--- src/rtl/div_pkg.sv ---
// Shared encodings for the M-extension divider controller.
// Latency: n/a (constants only).
// Backpressure: n/a.
package div_pkg;

  localparam int XLEN_DEF = 32;

  // Operation encoding: bit 0 set = unsigned, bit 1 set = remainder
  localparam logic [1:0] OP_DIV  = 2'b00;
  localparam logic [1:0] OP_DIVU = 2'b01;
  localparam logic [1:0] OP_REM  = 2'b10;
  localparam logic [1:0] OP_REMU = 2'b11;

  // Controller state encoding
  localparam logic [1:0] ST_IDLE = 2'd0;
  localparam logic [1:0] ST_CALC = 2'd1;
  localparam logic [1:0] ST_FIX  = 2'd2;
  localparam logic [1:0] ST_DONE = 2'd3;

  // True for the signed variants (DIV, REM)
  function automatic logic op_is_signed(input logic [1:0] op);
    return ~op[0];
  endfunction

  // True when the remainder is the architectural result (REM, REMU)
  function automatic logic op_is_rem(input logic [1:0] op);
    return op[1];
  endfunction

endpackage

--- src/rtl/div_ctrl_if.sv ---
// Request/result bundle between the execute stage and the divider controller.
// Latency: n/a (wiring only).
// Backpressure: req_ready_o gates acceptance; results are strobed, never stalled.
interface div_ctrl_if #(
  parameter int XLEN = 32
);
  logic            req_valid_i;
  logic            req_ready_o;
  logic [1:0]      op_i;
  logic [XLEN-1:0] dividend_i;
  logic [XLEN-1:0] divisor_i;
  logic [4:0]      rd_i;
  logic            flush_i;
  logic            busy_o;
  logic            res_valid_o;
  logic [XLEN-1:0] res_o;
  logic [4:0]      res_rd_o;

  // Pipeline side drives requests and flush, observes results
  modport master (
    output req_valid_i, op_i, dividend_i, divisor_i, rd_i, flush_i,
    input  req_ready_o, busy_o, res_valid_o, res_o, res_rd_o
  );

  // Divider side
  modport slave (
    input  req_valid_i, op_i, dividend_i, divisor_i, rd_i, flush_i,
    output req_ready_o, busy_o, res_valid_o, res_o, res_rd_o
  );
endinterface

--- src/rtl/div_core.sv ---
// Unsigned restoring division datapath, one quotient bit per step.
// Latency: XLEN steps after load; outputs are the live registers.
// Backpressure: none; the controller decides when to load and step.
module div_core #(
  parameter int XLEN = 32
) (
  input  logic            clk,
  input  logic            rst,
  input  logic            load,
  input  logic            step,
  input  logic [XLEN-1:0] dividend,
  input  logic [XLEN-1:0] divisor,
  output logic [XLEN-1:0] quotient,
  output logic [XLEN-1:0] remainder
);

  // Upper half is the running remainder, lower half holds the unconsumed
  // dividend bits which are progressively replaced by quotient bits.
  logic [2*XLEN-1:0] pr;
  logic [XLEN-1:0]   dvsr;
  logic [XLEN:0]     upper;
  logic [XLEN:0]     diff;

  // Remainder after shifting in the next dividend bit needs one extra bit
  assign upper = pr[2*XLEN-1:XLEN-1];
  assign diff  = upper - {1'b0, dvsr};

  assign quotient  = pr[XLEN-1:0];
  assign remainder = pr[2*XLEN-1:XLEN];

  // Load operands, or perform one shift/trial-subtract step
  always_ff @(posedge clk or posedge rst) begin
    if (rst) begin
      pr   <= '0;
      dvsr <= '0;
    end else if (load) begin
      pr   <= {{XLEN{1'b0}}, dividend};
      dvsr <= divisor;
    end else if (step) begin
      if (!diff[XLEN]) begin
        pr <= {diff[XLEN-1:0], pr[XLEN-2:0], 1'b1};
      end else begin
        pr <= {upper[XLEN-1:0], pr[XLEN-2:0], 1'b0};
      end
    end
  end

endmodule

--- src/rtl/div_ctrl.sv ---
// Sequencer for DIV/DIVU/REM/REMU: special cases, sign handling, iteration, flush.
// Latency: 1 cycle for divide-by-zero/overflow, XLEN+2 cycles otherwise.
// Backpressure: accepts only in IDLE; busy_o stalls the pipeline while working.
module div_ctrl
  import div_pkg::*;
#(
  parameter int XLEN  = XLEN_DEF,
  parameter int CNT_W = $clog2(XLEN)
) (
  input  logic       clk,
  input  logic       rst,
  div_ctrl_if.slave  bus
);

  logic [1:0]      state;
  logic [1:0]      state_nxt;
  logic [CNT_W-1:0] cnt;
  logic [1:0]      op_q;
  logic [4:0]      rd_q;
  logic            neg_q;
  logic            neg_r;
  logic [XLEN-1:0] res_q;
  logic [4:0]      res_rd_q;

  logic            accept;
  logic            sgn;
  logic            div_zero;
  logic            sgn_ovf;
  logic            special;
  logic [XLEN-1:0] special_res;
  logic [XLEN-1:0] a_mag;
  logic [XLEN-1:0] b_mag;
  logic            core_load;
  logic            core_step;
  logic [XLEN-1:0] core_q;
  logic [XLEN-1:0] core_r;
  logic [XLEN-1:0] fix_res;

  localparam logic [XLEN-1:0] MIN_NEG  = {1'b1, {(XLEN-1){1'b0}}};
  localparam logic [XLEN-1:0] ALL_ONES = '1;

  assign bus.req_ready_o = (state == ST_IDLE) & ~rst;
  assign bus.busy_o      = (state != ST_IDLE);
  assign bus.res_valid_o = (state == ST_DONE) & ~bus.flush_i;
  assign bus.res_o       = res_q;
  assign bus.res_rd_o    = res_rd_q;

  assign accept = bus.req_valid_i & bus.req_ready_o & ~bus.flush_i;
  assign sgn    = op_is_signed(bus.op_i);

  // Classify the incoming request and form operand magnitudes
  always_comb begin
    div_zero    = (bus.divisor_i == '0);
    sgn_ovf     = sgn & (bus.dividend_i == MIN_NEG) & (bus.divisor_i == ALL_ONES);
    special     = div_zero | sgn_ovf;
    special_res = '0;
    if (div_zero) begin
      special_res = op_is_rem(bus.op_i) ? bus.dividend_i : ALL_ONES;
    end else if (sgn_ovf) begin
      special_res = op_is_rem(bus.op_i) ? '0 : bus.dividend_i;
    end
    a_mag = (sgn & bus.dividend_i[XLEN-1]) ? -bus.dividend_i : bus.dividend_i;
    b_mag = (sgn & bus.divisor_i[XLEN-1])  ? -bus.divisor_i  : bus.divisor_i;
  end

  assign core_load = accept & ~special;
  assign core_step = (state == ST_CALC) & ~bus.flush_i;

  div_core #(.XLEN(XLEN)) u_core (
    .clk       (clk),
    .rst       (rst),
    .load      (core_load),
    .step      (core_step),
    .dividend  (a_mag),
    .divisor   (b_mag),
    .quotient  (core_q),
    .remainder (core_r)
  );

  // Select the architectural result and restore its sign
  always_comb begin
    if (op_is_rem(op_q)) begin
      fix_res = neg_r ? -core_r : core_r;
    end else begin
      fix_res = neg_q ? -core_q : core_q;
    end
  end

  // Next-state logic; flush abandons any in-flight work
  always_comb begin
    state_nxt = state;
    case (state)
      ST_IDLE: if (accept) state_nxt = special ? ST_DONE : ST_CALC;
      ST_CALC: begin
        if (bus.flush_i) state_nxt = ST_IDLE;
        else if (cnt == CNT_W'(XLEN-1)) state_nxt = ST_FIX;
      end
      ST_FIX:  state_nxt = bus.flush_i ? ST_IDLE : ST_DONE;
      default: state_nxt = ST_IDLE;
    endcase
  end

  // State register and iteration counter
  always_ff @(posedge clk or posedge rst) begin
    if (rst) begin
      state <= ST_IDLE;
      cnt   <= '0;
    end else begin
      state <= state_nxt;
      if (accept) cnt <= '0;
      else if (core_step) cnt <= cnt + 1'b1;
    end
  end

  // Capture request attributes at acceptance
  always_ff @(posedge clk or posedge rst) begin
    if (rst) begin
      op_q  <= '0;
      rd_q  <= '0;
      neg_q <= 1'b0;
      neg_r <= 1'b0;
    end else if (accept) begin
      op_q  <= bus.op_i;
      rd_q  <= bus.rd_i;
      neg_q <= sgn & (bus.dividend_i[XLEN-1] ^ bus.divisor_i[XLEN-1]);
      neg_r <= sgn & bus.dividend_i[XLEN-1];
    end
  end

  // Result registers: special cases at accept, computed ones in FIX
  always_ff @(posedge clk or posedge rst) begin
    if (rst) begin
      res_q    <= '0;
      res_rd_q <= '0;
    end else if (accept & special) begin
      res_q    <= special_res;
      res_rd_q <= bus.rd_i;
    end else if ((state == ST_FIX) & ~bus.flush_i) begin
      res_q    <= fix_res;
      res_rd_q <= rd_q;
    end
  end

endmodule

--- src/flat_wrapper.sv ---
// flat-port wrapper written by rule: the top's interface ports become plain ports
module div_ctrl_flat import div_pkg::*;
#(
  parameter int XLEN  = XLEN_DEF,
  parameter int CNT_W = $clog2(XLEN)
)
  (clk, rst, bus_req_valid_i, bus_op_i, bus_dividend_i, bus_divisor_i, bus_rd_i, bus_flush_i, bus_req_ready_o, bus_busy_o, bus_res_valid_o, bus_res_o, bus_res_rd_o);
  div_ctrl_if #(.XLEN(XLEN)) bus_i ();
  input  logic clk;
  input  logic rst;
  input wire logic [$bits(bus_i.req_valid_i)-1:0] bus_req_valid_i;
  input wire logic [$bits(bus_i.op_i)-1:0] bus_op_i;
  input wire logic [$bits(bus_i.dividend_i)-1:0] bus_dividend_i;
  input wire logic [$bits(bus_i.divisor_i)-1:0] bus_divisor_i;
  input wire logic [$bits(bus_i.rd_i)-1:0] bus_rd_i;
  input wire logic [$bits(bus_i.flush_i)-1:0] bus_flush_i;
  output wire logic [$bits(bus_i.req_ready_o)-1:0] bus_req_ready_o;
  output wire logic [$bits(bus_i.busy_o)-1:0] bus_busy_o;
  output wire logic [$bits(bus_i.res_valid_o)-1:0] bus_res_valid_o;
  output wire logic [$bits(bus_i.res_o)-1:0] bus_res_o;
  output wire logic [$bits(bus_i.res_rd_o)-1:0] bus_res_rd_o;
  assign bus_i.req_valid_i = bus_req_valid_i;
  assign bus_i.op_i = bus_op_i;
  assign bus_i.dividend_i = bus_dividend_i;
  assign bus_i.divisor_i = bus_divisor_i;
  assign bus_i.rd_i = bus_rd_i;
  assign bus_i.flush_i = bus_flush_i;
  assign bus_req_ready_o = bus_i.req_ready_o;
  assign bus_busy_o = bus_i.busy_o;
  assign bus_res_valid_o = bus_i.res_valid_o;
  assign bus_res_o = bus_i.res_o;
  assign bus_res_rd_o = bus_i.res_rd_o;
  div_ctrl #(.XLEN(XLEN), .CNT_W(CNT_W)) u_core (.clk(clk), .rst(rst), .bus(bus_i));
endmodule
--- config.mk ---
export PLATFORM = sky130hd
export DESIGN_NAME = div_ctrl_flat
export DESIGN_NICKNAME = d
export VERILOG_FILES = /design/src/rtl/div_pkg.sv /design/src/rtl/div_ctrl_if.sv /design/src/rtl/div_core.sv /design/src/rtl/div_ctrl.sv /design/src/flat_wrapper.sv
export SDC_FILE = /design/constraint.sdc
export NUM_CORES = 1
export LEC_CHECK = 0
export CAP_MARGIN = 20
export CORE_AREA = 10 10 148 253
export CTS_CLUSTER_SIZE = 40
export DETAILED_ROUTE_END_ITERATION = 10
export DIE_AREA = 0 0 158 263
export DONT_BUFFER_PORTS = 1
export MAX_ROUTING_LAYER = met4
export PLACE_DENSITY = 0.49
export SYNTH_ARGS = -nofsm -noshare
export SYNTH_HDL_FRONTEND = slang
export SYNTH_HIERARCHICAL = 1
export SYNTH_SLANG_ARGS = --single-unit
--- constraint.sdc ---
create_clock -name clk -period 4.06 [get_ports clk]
set_input_delay 0.406 -clock clk [delete_from_list [all_inputs] [get_ports clk]]
set_output_delay 0.406 -clock clk [all_outputs]
set_load 0.05 [all_outputs]
* Word level (Yosys, flattened, before mapping)
Cells that the tools add are included.
** Storage, ports and cells
- Flip-flop bits (word level) :: 149
- Output and inout port bits :: 40
- Logic and storage cells :: 74
** Cells by class
- Add/subtract/negate cells :: 6
- Eq/ne operators :: 8
- Muxes and demuxes :: 24
- Bitwise gates (word level) :: 19
- Reduce and logical (&&, ||, !) cells :: 7
** Operator list (number)
- two-way mux 32 bit :: 11
- two-way mux 64 bit :: 3
- negator 32 bit :: 4
- equality test 32 bit, second input constant :: 2
- subtractor 33 x 32 -> 33 bit :: 1
- logical NOT 32 bit :: 1
- two-way mux 5 bit :: 4
- AND 1 bit :: 13
- two-way mux 2 bit :: 5
- nonzero test 2 bit :: 4
- one-hot mux 2 bit (3 select lines) :: 1
- adder 5 x 1 -> 5 bit, second input constant :: 1
- equality test 5 bit, second input constant :: 1
- equality test 2 bit, second input constant :: 2
- inverter 1 bit :: 4
- != test 3 bit, second input constant :: 1
- equality test 2 x 1 -> 1 bit, second input constant :: 1
- logical NOT 2 bit :: 1
- != test 2 x 1 -> 1 bit, second input constant :: 1
- AND reduction 2 bit :: 1
- bitwise OR 1 bit :: 1
- XOR 1 bit :: 1

* Logic depth before layout (Yosys ltp)
Gate-level depths: netlist of the first run.
- Depth after elaboration :: 7
- Gate-level depth with buffers :: 14

* Cells and area by module
The synthesis of the first run kept the hierarchy.
** Modules (own cells, without submodules)
- div_core :: instances 1, cells an instance 702, area an instance 6063.3 µm², sequential area each 2402.3 µm²
- div_ctrl :: instances 1, cells an instance 718, area an instance 5417.7 µm², sequential area each 1301.2 µm²

* Worst setup path after synthesis of the first run
No wires, ideal clock.
- Path type :: reg-to-reg
- Start :: reg u_core.state[1]
- End :: reg u_core.u_core.dvsr[1]
- Setup time :: 133 ps
- Arrival time :: 3000 ps
- Path slack :: 928 ps
- Cell stages (with the launch flop) :: 10
- Path buffers :: 4
- Cells stage by stage :: dfrtp_1 or2_2 nor2_1 nand3b_1 clkbuf_1 nor2_1 clkbuf_1 clkbuf_1 buf_1 o21ai_0
** On the way
- Cells in the longest elaborated chain, start to end :: 5
** RTL lines
- start, declared :: line div_ctrl.sv:15 : logic [1:0] state;
- start signal, assigned :: line div_ctrl.sv:109 : state <= state_nxt;
- logical NOT 2 bit :: line div_ctrl.sv:42 : assign bus.req_ready_o = (state == ST_IDLE) & ~rst;
- AND 1 bit :: line div_ctrl.sv:42
- named net bus_req_ready_o :: line flat_wrapper.sv:17 : output wire logic [$bits(bus_i.req_ready_o)-1:0] bus_req_ready_o;
- AND 1 bit (2 in a row) :: line div_ctrl.sv:48 : assign accept = bus.req_valid_i & bus.req_ready_o & ~bus.flush_i;
- AND 1 bit :: line div_ctrl.sv:66 : assign core_load = accept & ~special;
- named net u_core.core_load :: line div_ctrl.sv:33 : logic core_load;
- end signal, assigned :: line div_core.sv:38 : dvsr <= divisor;
- end, declared :: line div_core.sv:20 : logic [XLEN-1:0] dvsr;
The timed path passes the listed nets, and every way through them passes these cells.
A chain may end at the register's enable or synchronous reset.

* Worst setup path in the final report of the first run
- Start :: reg u_core.u_core.pr[31]
- End :: reg u_core.u_core.pr[60]
** On the way
- Cells in the longest elaborated chain, start to end :: 4
** RTL lines
- start, declared :: line div_core.sv:19 : logic [2*XLEN-1:0] pr;
- start signal, assigned :: line div_core.sv:37 : pr <= {{XLEN{1'b0}}, dividend};
- start signal, assigned :: line div_core.sv:41 : pr <= {diff[XLEN-1:0], pr[XLEN-2:0], 1'b1};
- start signal, assigned :: line div_core.sv:43 : pr <= {upper[XLEN-1:0], pr[XLEN-2:0], 1'b0};
- subtractor 33 x 32 -> 33 bit :: line div_core.sv:26 : assign diff = upper - {1'b0, dvsr};
- two-way mux 64 bit :: line div_core.sv:40 : if (!diff[XLEN]) begin
- two-way mux 64 bit :: line div_core.sv:39 : end else if (step) begin
- two-way mux 64 bit :: line div_core.sv:36 : end else if (load) begin
Every way passes these cells. The select of a mux whose other input is x is not followed.

==> impl_metrics.ini, run 1 <==
[timing]
fmaxAchievable_mhz = 279
slew_violations = 0
post-route-min-period_ps = 3590
worst_pin_slew_ps = 1060
setup_tns_ps = 0
finalSetupViolations = 0
finalCritPeriodShare_pct = 88.3
maxSlewHeadroom_pct = 28.7
rsz0062_at_grt = false
finClkSkew_ps = 9.60
hold_violations = 0

[detailed_routing]
dr.pass1.iters = 5
drt-total-wl_um = 37000
first_iter_violations = 798
post-route-drc-count = 0
ant_nets = 0
wl_per_cell_um = 20.5
vias = 10200
via_per_inst = 5.64

[global_routing]
antenna_found_initial = 0
grt_pass1_wl_um = 58000
grt.total_usage_pct = 18.3
overflow = 0
first_global_vias = 10100
grt_max_degree = 105

[clocking]
cts_setup_buffers = 0
cts_sinks = 148
numCtsBuffers = 17
cts_buffer_depth = 2
clkSlewWorstSetupHoldPaths_ps = 70
postCtsHoldBufs = 1
cts.repair.resized = 0
h-tree-depth = 4
clock_latency_ps = 450
root_buffer = clkbuf_16
cts_tree = done

[synthesis]
netlist_area_um2 = 11500
syn_inst = 1420
muxShareOfSynthArea_pct = 4.68
yosys.area_share.adder_pct = 4.42
synth_seq_cells = 148
yosysTopAreaCell = dfrtp_1
async_reset_ff_share_pct = 100
synth-simple-area-share_pct = 21.3
synth_top_family_by_area = compound AO/OA/AOI/OAI gates
syn_nets = 1535
yosys.cell_types.count = 70
yosysSeqAreaShare_pct = 32.3
synth_xor_area_share_pct = 11.2
synth_warnings = 6
synth_edf_count = 0
synthFlopType = dfrtp_1
synth_area_per_cell_um2 = 8.09
synth_top_area_share_pct = 32.3
synth.area.top_cells = dfrtp_1, xnor2_1, nand2_1
synth-compound-area-share_pct = 21.3

[layout]
fillerInstances = 3447
final_cell_mix = nand2_1, dfrtp_1, nor2_1, o21ai_0, xnor2_1
layout-drive-gt1-share_pct = 6.08
nNetsFinal = 1500
final_common_cell = nand2_1
fin_cells = 1807
diodes = 0
areaGrowthSynthToFinish_pct = 8.70

[worst_setup_path]
cp_max_fo = 31
crit_type = reg -> reg
critPathBufInv = 2
cp_top_family = compound AO/OA/AOI/OAI gates
critPathCaptureType = flop
cp.required_ps = 4410
crit_arrival_ps = 3930
crit_chain = inv_1, ha_1, inv_1, fa_1, a211oi_1, o211ai_1, a211oi_1, o21ai_1, mux2_4, and2_4, o2111ai_1, a311oi_1
start_kind = flop
cpPeakStageDelay_ps = 450
crit_slowest_cell = dfrtp_1

[die]
die_y_um = 263
std_cell_rows = 89
coreArea_um2 = 33300
start_util_pct = 34.5
ios = 115
fp.dieW_um = 158
die_area_um2 = 41600

[placed_design]
portBuffers = 0
gp_congestion = 0.908
placed_cells = 1773
hpwl_um = 28300

[min_path]
hold_class = in -> reg

[power]
leakage_uw = 0.00485
cellPowerDensity_nw_per_um2 = 621
peakVddDrop_v = 0.000280

[run_status]
run_status = completed

[run]
cap_violations = 0
## layer usage
metal	global-route usage (%)	up-vias	part of all wire (%)
met5	-	-	0
met1	19.9	4836	39
met2	31.7	275	52
li1	-	5024	-
met3	3.98	55	5.8
met4	6.84	0	3.1
## power by group
| group | internal [uW] | switching, uW |
|---|---|---|
| sequential | 1810 | 564 |
| clock | 919 | 667 |
| combinational | 1600 | 2200 |
## Yosys cell counts, drive strengths merged (3+ instances only)
| master | n |
|---|---|
| o21ai | 138 |
| nor3b | 4 |
| mux2i | 51 |
| nand4 | 20 |
| a211o | 4 |
| xor2 | 57 |
| a211oi | 29 |
| or4 | 22 |
| o2111ai | 4 |
| nor2b | 12 |
| nand3 | 32 |
| a2bb2oi | 5 |
| inv | 57 |
| nor4b | 4 |
| nor4 | 19 |
| nand2b | 13 |
| a311oi | 11 |
| nor3 | 16 |
| a31oi | 6 |
| and2 | 6 |
| a21oi | 58 |
| a22oi | 7 |
| or2 | 5 |
| o31ai | 32 |
| nand3b | 5 |
| o41ai | 18 |
| dfrtp | 148 |
| nand2 | 207 |
| and3 | 4 |
| a21o | 7 |
| nor2 | 130 |
| or3 | 13 |
| clkbuf | 60 |
| buf | 18 |
| xnor2 | 90 |
| o211ai | 35 |
| a221oi | 3 |
| ha | 39 |
| o21a | 6 |
## worst paths after layout
kind	to	cells after the start	start	slack [ps]
worst max-delay path	u_core/u_core/pr[60]	12	u_core/u_core/pr[31]	470
min in group asynchronous	u_core/bus.res_o[14]	2	rst	400
worst min-delay path	u_core/neg_q	1	bus_op_i[0]	60
worst max register to register	u_core/u_core/pr[60]	12	u_core/u_core/pr[31]	470
worst min register to register	u_core/rd_q[4]	2	u_core/rd_q[4]	480
max in group asynchronous	u_core/u_core/pr[40]	3	rst	2600
## area by class of cell
cell class,count,area (um^2),share of cell area [%]
clock buffer,20,447,3.58
clock inverter,12,130,1.04
inverter,57,216,1.73
multi-input combinational,1137,7260,58.2
sequential,148,3700,29.7
tap,409,512,4.10
timing repair buffer,24,208,1.66
## kinds of logic (layout without fill, tap and decap cells)
kind of cell | after synthesis | count (layout)
compound gates | 377 | 377
xor+xnor | 147 | 147
fa+ha+maj | 40 | 40
buf+inv | 135 | 113
flops | 148 | 148
mux | 53 | 53
simple gates | 520 | 520
## stage by stage
step / power, uW / area (um^2) / utilization (%) / setup slack, ps / hold WS, ps
final: 7750 / 12500 / 37.5 / 473 / 58.4
after global routing: 8430 / 12500 / 37.5 / 265 / 41.2
after CTS: 7800 / 12500 / 37.5 / 413 / 36.6
after detailed placement: 6180 / 11900 / 35.7 / 463 / 204
after global placement: 6140 / 11900 / 35.6 / 498 / 201
after floorplan: 5350 / 11500 / - / 928 / 446
## registers in the layout, indices dropped and copies added (netlist names)
register	cells
u_core/cnt	5
u_core/u_core/pr	64
u_core/neg_q	1
u_core/op_q	1
u_core/u_core/dvsr	32
u_core/state	2
u_core/rd_q	5
u_core/bus.res_o	32
u_core/bus.res_rd_o	5
u_core/neg_r	1
## worst reg2reg max path, cell delays in order, from the launching register on
cell	delay, ps
dfrtp_1	450
inv_1	90
ha_1	170
inv_1	60
fa_1	420
a211oi_1	360
o211ai_1	160
a211oi_1	360
o21ai_1	230
mux2_4	270
and2_4	430
o2111ai_1	190
a311oi_1	280
Note: power is estimated with default switching activity, not from simulation.
==> run 2: changes to the inputs <==
--- a/config.mk
+++ b/config.mk
@@ -13,6 +13,7 @@
 export DONT_BUFFER_PORTS = 1
 export MAX_ROUTING_LAYER = met4
 export PLACE_DENSITY = 0.49
+export SLEW_MARGIN = 20
 export SYNTH_ARGS = -nofsm -noshare
 export SYNTH_HDL_FRONTEND = slang
 export SYNTH_HIERARCHICAL = 1
==> constraint.sdc (replaced) <==
create_clock -name clk -period 3.3 [get_ports clk]
set_input_delay 0.33 -clock clk [delete_from_list [all_inputs] [get_ports clk]]
set_output_delay 0.33 -clock clk [all_outputs]
set_load 0.05 [all_outputs]
==> impl_metrics.ini, run 2 (synthesized netlist as in run 1, its figures left out) <==
[run_status]
run_status = completed

[min_path]
hold_class = in -> reg

[power]
swShare_pct = 43.2
p_total_uw = 10300
power_frac_seq_pct = 26.0
leakage_uw = 0.00524
p_int_uw = 5860
pwr-share-clk_pct = 20.9
power.switching_uw = 4450
cellPowerDensity_nw_per_um2 = 787
peakVddDrop_v = 0.000393
comb_power_share_pct = 53.1

[timing]
fmaxAchievable_mhz = 320
hold_violations = 0
finClkSkew_ps = 10.9
worst_pin_slew_ps = 1060
rsz0062_at_grt = false
setup_tns_ps = 0
slew_violations = 0
layout_setup_ws_ps = 178
finalCritPeriodShare_pct = 94.6
maxSlewHeadroom_pct = 29.3
finalSetupViolations = 0
post-route-min-period_ps = 3120

[worst_setup_path]
crit_type = reg -> reg
start_kind = flop
crit_chain = ha_1, o211ai_1, o21ai_0, nand4_1, a31oi_1, buf_4, o2111ai_1, a221oi_1, nand3b_1, a311oi_1
cp.required_ps = 3650
critPathCaptureType = flop
crit_arrival_ps = 3480
cp_max_fo = 5
crit_slowest_cell = o21ai_0
cpPeakStageDelay_ps = 520

[clocking]
numCtsBuffers = 17
clkSlewWorstSetupHoldPaths_ps = 60
root_buffer = clkbuf_16
clock_latency_ps = 460
h-tree-depth = 4
cts_buffer_depth = 2
cts_setup_buffers = 0
cts_tree = done
cts_sinks = 148

[layout]
layout-drive-gt1-share_pct = 10.3
final_common_cell = nand2_1
largest_reg_flops = 64
final_area_um2 = 13100
top_register = u_core/u_core/pr
areaGrowthSynthToFinish_pct = 14.2
nNetsFinal = 1571
fin_cells = 1878
diodes = 0
final_cell_mix = nand2_1, dfrtp_1, nor2_1, o21ai_0, xnor2_1

[die]
coreArea_um2 = 33300
ios = 115
std_cell_rows = 89
fp.dieW_um = 158
start_util_pct = 34.5
die_area_um2 = 41600
die_y_um = 263

[placed_design]
placed_area_um2 = 12400
portBuffers = 0
pre_cts_ws_ps = 103
gp_congestion = 0.904
hpwl_um = 29900
placed_cells = 1836

[detailed_routing]
drt-total-wl_um = 38700
dr.pass1.iters = 5
wl_per_cell_um = 20.6
via_per_inst = 5.58
post-route-drc-count = 0
first_iter_violations = 542
ant_nets = 0
vias = 10500

[global_routing]
overflow = 0
grt.total_usage_pct = 19.1
grt_max_degree = 67
antenna_found_initial = 0
first_global_vias = 10700
grt_pass1_wl_um = 60700

[run]
cap_violations = 0
[run 2: cell types whose count changed in the layout (fill, tap and decap cells not counted), sizes merged, moves of 2 or more]
cell	change
clkinvlp	-3
dlygate4sd3	+8
clkinv	+3
buf	+62
clkbuf	-2
bufinv	+2
[run 2: timing repair]
action | CTS | global route
hold buffers | 9 | 0
hold endpoints to repair | 102 | 0
resized for setup | 0 | 4
endpoints found under the setup margin | 0 | 23
[run 2: area by class of cell]
class                   instances  area (um^2)
flip-flops and latches        148         3700
inverters                      57          216
clock inverters                14          201
clock buffers                  18          439
fillers                      3456        20200
multi-input cells            1138         7280
repair buffers                 94          753
well taps                     409          512
[run 2: routing by layer]
metal / global-route usage (%) / wire length, um / vias up
li1: - / - / 5169
met1: 20.2 / 14900 / 5022
met2: 34.0 / 20400 / 243
met3: 4.00 / 2230 / 53
met4: 6.81 / 1090 / 0
met5: - / 0 / -
[run 2: through the flow]
| step | utilization [%] | hold WS [ps] |
|---|---|---|
| 3_5_place_dp | 37.1 | 437 |
| 2_1_floorplan | - | 426 |
| 4_1_cts | 39.3 | 9.61 |
| 5_1_grt | 39.4 | 27.5 |
| 6_report | 39.4 | 30.5 |
| 3_3_place_gp | 37.1 | 430 |
[run 2: critical path, delay by kind of cell (launching register included)]
family                     cells  cell delay (ps)
AOI/OAI and AO/OA              6             1670
DFF                            1              400
adders and majority gates      1              400
and+or+nand+nor                2              370
buffers and inverters          1              170
[run 2: power by group through the flow]
stage / sequential [uW] / combinational (uW) / clock (uW)
after floorplan: 2680 / 3910 / 0
after global placement: 2700 / 5330 / 0
after detailed placement: 2710 / 5370 / 0
after CTS: 2680 / 5400 / 2200
after global routing: 2750 / 6100 / 2280
final: 2680 / 5480 / 2150
[run 2: path summary, 6_finish.rpt]
path	from	to	slack, ps	depth (start not counted)
min in group asynchronous	rst	u_core/u_core/pr[17]	570	2
setup reg to reg	u_core/u_core/pr[36]	u_core/u_core/pr[62]	180	10
max in group asynchronous	rst	u_core/u_core/pr[3]	1890	3
setup / recovery	u_core/u_core/pr[36]	u_core/u_core/pr[62]	180	10
hold reg to reg	u_core/rd_q[0]	u_core/rd_q[0]	480	2
hold / removal	bus_rd_i[2]	u_core/bus.res_rd_o[2]	30	2
